### config.mk
export PLATFORM = sky130hd
export DESIGN_NAME = pixel_feeder_flat
export DESIGN_NICKNAME = d
export VERILOG_FILES = /design/src/rtl/pixel_feeder_if.sv /design/src/rtl/pixel_feeder.sv /design/src/flat_wrapper.sv
export SDC_FILE = /design/constraint.sdc
export NUM_CORES = 1
export LEC_CHECK = 0
export CAP_MARGIN = 40
export CORE_ASPECT_RATIO = 0.8
export CORE_MARGIN = 5
export CORE_UTILIZATION = 50
export DETAILED_ROUTE_END_ITERATION = 12
export GPL_ROUTABILITY_DRIVEN = 0
export MAX_ROUTING_LAYER = met4
export PLACE_DENSITY = 0.93
export SETUP_SLACK_MARGIN = 0.15
export SYNTH_ARGS = -nofsm -noshare
export SYNTH_HDL_FRONTEND = slang
export SYNTH_SLANG_ARGS = --single-unit
### constraint.sdc
create_clock -name clk -period 4.4 [get_ports clk]
set_clock_uncertainty 0.2 [all_clocks]
set_input_delay 0.66 -clock clk [delete_from_list [all_inputs] [get_ports clk]]
set_output_delay 0.66 -clock clk [all_outputs]
set_load 0.01 [all_outputs]
### src/rtl/pixel_feeder_if.sv
// Signal bundle between pixel_feeder, its job controller, the pixel RAM and the convolver.
interface pixel_feeder_if #(
  parameter int dataWidth = 16,
  parameter int addrWidth = 16
);
  logic                 start;
  logic [7:0]           num_ch;
  logic [addrWidth-1:0] base_addr;
  logic                 stall;
  logic                 mem_rd_en;
  logic [addrWidth-1:0] mem_addr;
  logic [dataWidth-1:0] mem_data;
  logic [dataWidth-1:0] pixel_out;
  logic                 ce_out;
  logic                 busy;
  logic                 done;

  modport master (
    input  start, num_ch, base_addr, stall, mem_data,
    output mem_rd_en, mem_addr, pixel_out, ce_out, busy, done
  );

  modport slave (
    output start, num_ch, base_addr, stall, mem_data,
    input  mem_rd_en, mem_addr, pixel_out, ce_out, busy, done
  );
endinterface

### src/rtl/pixel_feeder.sv
// Streams num_ch square WxW frames from RAM in raster order into a registered
// pixel/clock-enable pair, with a stall that freezes the whole read pipeline.
module pixel_feeder #(
  parameter int dataWidth = 16,
  parameter int W         = 28,
  parameter int addrWidth = 16
) (
  input  logic           clk,
  input  logic           global_rst,
  pixel_feeder_if.master bus
);
  localparam int CW = (W > 1) ? $clog2(W) : 1;

  typedef enum logic [1:0] {IDLE, STREAM, DRAIN} state_t;

  state_t               state, state_nxt;
  logic [CW-1:0]        col, row;
  logic [7:0]           ch, nch_m1;
  logic [addrWidth-1:0] addr;
  logic                 v1, ce_q;
  logic [dataWidth-1:0] pix;
  logic                 rd, last_rd, accept, exit_ok;

  assign last_rd = (col == CW'(W - 1)) && (row == CW'(W - 1)) && (ch == nch_m1);

  always_comb begin
    state_nxt = state;
    rd        = 1'b0;
    accept    = 1'b0;
    exit_ok   = 1'b0;
    case (state)
      IDLE: begin
        if (bus.start) begin
          accept    = 1'b1;
          state_nxt = STREAM;
        end
      end
      STREAM: begin
        rd = ~bus.stall;
        if (rd && last_rd) state_nxt = DRAIN;
      end
      DRAIN: begin
        // The completion cycle already counts as idle, so a start here is taken.
        if (!v1 && !ce_q) begin
          exit_ok = 1'b1;
          if (bus.start) begin
            accept    = 1'b1;
            state_nxt = STREAM;
          end else begin
            state_nxt = IDLE;
          end
        end
      end
      default: state_nxt = IDLE;
    endcase
  end

  always_ff @(posedge clk) begin
    if (global_rst) begin
      state  <= IDLE;
      col    <= '0;
      row    <= '0;
      ch     <= '0;
      nch_m1 <= '0;
      addr   <= '0;
      v1     <= 1'b0;
      ce_q   <= 1'b0;
      pix    <= '0;
    end else begin
      state <= state_nxt;
      if (accept) begin
        addr   <= bus.base_addr;
        col    <= '0;
        row    <= '0;
        ch     <= '0;
        nch_m1 <= (bus.num_ch == 8'd0) ? 8'd0 : bus.num_ch - 8'd1;
      end else if (rd && !last_rd) begin
        // Frames are contiguous, so base + ch*W*W + row*W + col is a plain increment.
        addr <= addr + addrWidth'(1);
        if (col == CW'(W - 1)) begin
          col <= '0;
          if (row == CW'(W - 1)) begin
            row <= '0;
            ch  <= ch + 8'd1;
          end else begin
            row <= row + CW'(1);
          end
        end else begin
          col <= col + CW'(1);
        end
      end
      if (!bus.stall) begin
        v1   <= rd;
        pix  <= bus.mem_data;
        ce_q <= v1;
      end else begin
        ce_q <= 1'b0;
      end
    end
  end

  assign bus.mem_rd_en = rd;
  assign bus.mem_addr  = addr;
  assign bus.pixel_out = pix;
  assign bus.ce_out    = ce_q;
  assign bus.done      = exit_ok;
  assign bus.busy      = (state != IDLE) && !exit_ok;
endmodule
### src/flat_wrapper.sv
// flat-port wrapper written by rule: the top's interface ports become plain ports
module pixel_feeder_flat 
#(
  parameter int dataWidth = 16,
  parameter int W         = 28,
  parameter int addrWidth = 16
)
  (clk, global_rst, bus_start, bus_num_ch, bus_base_addr, bus_stall, bus_mem_data, bus_mem_rd_en, bus_mem_addr, bus_pixel_out, bus_ce_out, bus_busy, bus_done);
  pixel_feeder_if #(.dataWidth(dataWidth), .addrWidth(addrWidth)) bus_i ();
  input  logic clk;
  input  logic global_rst;
  input wire logic [$bits(bus_i.start)-1:0] bus_start;
  input wire logic [$bits(bus_i.num_ch)-1:0] bus_num_ch;
  input wire logic [$bits(bus_i.base_addr)-1:0] bus_base_addr;
  input wire logic [$bits(bus_i.stall)-1:0] bus_stall;
  input wire logic [$bits(bus_i.mem_data)-1:0] bus_mem_data;
  output wire logic [$bits(bus_i.mem_rd_en)-1:0] bus_mem_rd_en;
  output wire logic [$bits(bus_i.mem_addr)-1:0] bus_mem_addr;
  output wire logic [$bits(bus_i.pixel_out)-1:0] bus_pixel_out;
  output wire logic [$bits(bus_i.ce_out)-1:0] bus_ce_out;
  output wire logic [$bits(bus_i.busy)-1:0] bus_busy;
  output wire logic [$bits(bus_i.done)-1:0] bus_done;
  assign bus_i.start = bus_start;
  assign bus_i.num_ch = bus_num_ch;
  assign bus_i.base_addr = bus_base_addr;
  assign bus_i.stall = bus_stall;
  assign bus_i.mem_data = bus_mem_data;
  assign bus_mem_rd_en = bus_i.mem_rd_en;
  assign bus_mem_addr = bus_i.mem_addr;
  assign bus_pixel_out = bus_i.pixel_out;
  assign bus_ce_out = bus_i.ce_out;
  assign bus_busy = bus_i.busy;
  assign bus_done = bus_i.done;
  pixel_feeder #(.dataWidth(dataWidth), .W(W), .addrWidth(addrWidth)) u_core (.clk(clk), .global_rst(global_rst), .bus(bus_i));
endmodule
==> impl_metrics.json <==
{
  "clkLatencyLatePin_ns": 0.34,
  "clk_pin_slew_ns": 0.06,
  "grt_pass1_wl_um": 13000,
  "ant_nets": 0,
  "ys_async_sr_fraction_pct": 0,
  "stdcell_area_um2": 4050,
  "ys_types": 52,
  "wl_per_cell_um": 15.1,
  "ios": 80,
  "core_um2": 5880,
  "power_density_nw_per_um2": 315,
  "critPathMaxFanout": 7,
  "worst-setup-path-type": "in -> out",
  "post_cts_buffers": 0,
  "num-nets-final": 469,
  "route.detailed.drc": 0,
  "finalWirelength_um": 7630,
  "p_leak_nw": 1.49,
  "die_w_um": 97.0,
  "dp_slack_ns": 1.23,
  "max_slew_margin_pct": 45.7,
  "cts_tree": "yes",
  "period_share_pct": 71.5,
  "required_ns": 3.54,
  "cts_buffer_depth": 2,
  "placed_area_um2": 3870,
  "cts_resized": 0,
  "hold_buffers": 0,
  "std_cell_rows": 25,
  "drive_above_1_share_pct": 5.91,
  "dpl.hpwl_um": 5690,
  "cts_root_buf": "clkbuf_8",
  "dr.pass1.iters": 5,
  "worstMarginPinSlew_ns": 0.794,
  "hold_viol_final": 0,
  "fin_setup_tns_ns": 0,
  "clock_sinks": 62,
  "yosysSeqAreaShare_pct": 41.0,
  "grt_max_degree": 26,
  "area_delta_synth_final_pct": 33.7,
  "die_h_um": 79.6,
  "syn_inst": 342,
  "timing.fmax_mhz": 318,
  "rsz0062_at_grt": "false",
  "critical_path_arrival_ns": 2.29,
  "status": "finished clean",
  "syn-num-nets": 392,
  "slew_viol_final": 0,
  "synth-edff-count": 0,
  "dieArea_um2": 7720,
  "synth-seq-cells": 62,
  "hp-class": "reg -> reg",
  "drtIter0Drc": 225,
  "cap_violations": 0,
  "grt_pass1_vias": 2836,
  "total_power_mw": 1.28,
  "max-vdd-ir-drop_uv": 235,
  "fin_ws_ns": 1.25,
  "ys.flop_type": "dfxtp_1",
  "vias_per_cell": 5.70,
  "n_antenna_cell": 0,
  "start_util_pct": 51.4,
  "htree_levels": 3,
  "cp-end-kind": "output pin",
  "antenna_found_initial": 0,
  "port_buffers": 79,
  "grt-ovfl-total": 0,
  "syn-cell-area_um2": 3030,
  "period_needed_ns": 3.15,
  "syn_avg_cell_area_um2": 8.85,
  "track_usage_pct": 21.2,
  "crit_path_start_kind": "input port",
  "vias": 2871,
  "cts_buffers": 9,
  "setup_viol": 0,
  "yosys_warnings": 0
}
## worst max-delay path: stages
cell,delay (ns)
clkdlybuf4s50_1,0.42
or3b_1,0.51
inv_2,0.15
clkdlybuf4s50_1,0.55
## registers in the layout, indices dropped and copies added (netlist names)
name,count
u_core.bus.ce_out,1
u_core.bus.mem_addr,16
u_core.bus.pixel_out,16
u_core.ch,8
u_core.col,5
u_core.nch_m1,8
u_core.row,5
u_core.state,2
u_core.v1,1
## metrics by stage
step,std cells,hold WS (ns),utilization [%]
after floorplan,342,0.244,-
after global placement,488,0.260,65.6
after detailed placement,489,0.266,65.8
after CTS,504,0.279,68.8
after global routing,504,0.283,68.8
final,504,0.277,68.8
## Yosys cell counts (all sizes together), types with 4 or more instances
cell / number / area (µm²)
a311oi: 7 / 61.3
or4: 12 / 90.1
mux2i: 17 / 170
xor2: 14 / 123
a21oi: 11 / 55.1
inv: 11 / 41.3
a31oi: 5 / 31.3
dfxtp: 62 / 1240
o21bai: 4 / 30.0
ha: 6 / 75.1
nand2: 24 / 90.1
nand3: 7 / 35.0
o31ai: 10 / 88.8
nor3: 4 / 25.0
nor2: 48 / 180
o21ai: 14 / 70.1
nand4: 4 / 25.0
a211oi: 7 / 52.6
xnor2: 8 / 70.1
clkbuf: 12 / 45.0
buf: 6 / 46.3
nor4: 9 / 56.3
## logic make-up (layout without fill, tap and decap cells)
| group | after synthesis | count (layout) | synth area share [%] |
|---|---|---|---|
| AOI/OAI and AO/OA | 71 | 71 | 16.9 |
| muxes | 17 | 17 | 5.62 |
| and+or+nand+nor | 135 | 135 | 23.2 |
| adders and majority gates | 6 | 6 | 2.48 |
| xor gates and xnor gates | 22 | 22 | 6.37 |
| buffers and inverters | 29 | 110 | 4.38 |
| DFF | 62 | 62 | 41.0 |
## routing by layer
layer / wire (µm) / up-vias / track usage [%] / part of all wire [%]
met5: 0 / - / - / 0
met4: 115 / 0 / 5.33 / 1.5
met3: 615 / 16 / 8.82 / 8.1
met2: 3630 / 102 / 35.8 / 48
met1: 3270 / 1341 / 23.5 / 43
li1: - / 1412 / - / -
## cells in the final DEF (no fill, tap or decap), types with 2 or more instances in the layout
cell type,Yosys,final
o41ai_1,2,2
nor4_1,9,9
and3_1,3,3
dfxtp_1,62,62
o21bai_1,4,4
o311a_1,2,2
nand3b_1,2,2
inv_1,10,10
a311oi_1,7,7
a31oi_1,5,5
xnor2_1,8,8
clkinvlp_4,0,2
nand3_1,7,7
o21ai_0,13,13
ha_1,6,6
mux2i_1,17,17
or3_1,2,2
and2_1,3,3
or4_1,12,12
a21oi_1,11,11
nor3_1,3,3
o31ai_1,9,9
clkbuf_8,0,11
nand4b_1,3,3
buf_4,0,4
nor2_1,48,48
a211oi_1,7,7
o2111ai_1,3,3
and4_1,2,2
nor3b_1,2,2
xor2_1,14,14
clkdlybuf4s50_1,0,79
nand2_1,24,24
nand4_1,4,4
nand2b_1,3,3
## worst paths after layout
check                           slack, ns  cells after the start        startpoint                      end
worst max-delay path                 1.25                      4         bus_stall            bus_mem_rd_en
worst min-delay path                 0.28                      2  u_core.nch_m1[5]         u_core.nch_m1[5]
worst max register to register       1.35                      7     u_core.col[0]  u_core.bus.mem_addr[15]
worst min register to register       0.28                      2  u_core.nch_m1[5]         u_core.nch_m1[5]
## cell type report
type,instances,area (µm²)
fillers,464,1830
multi-input cells,251,1650
flip-flops and latches,62,1240
repair buffers,84,836
clock buffers,12,155
well taps,81,101
inverters,11,41.3
clock inverters,3,20.0
## power by group
part	internal, mW	leakage [nW]	total, mW	switching (mW)
clock network	0.231	0.0845	0.446	0.216
logic	0.115	0.901	0.213	0.0983
registers	0.590	0.508	0.616	0.0256
(Power assumes the default switching activity.)
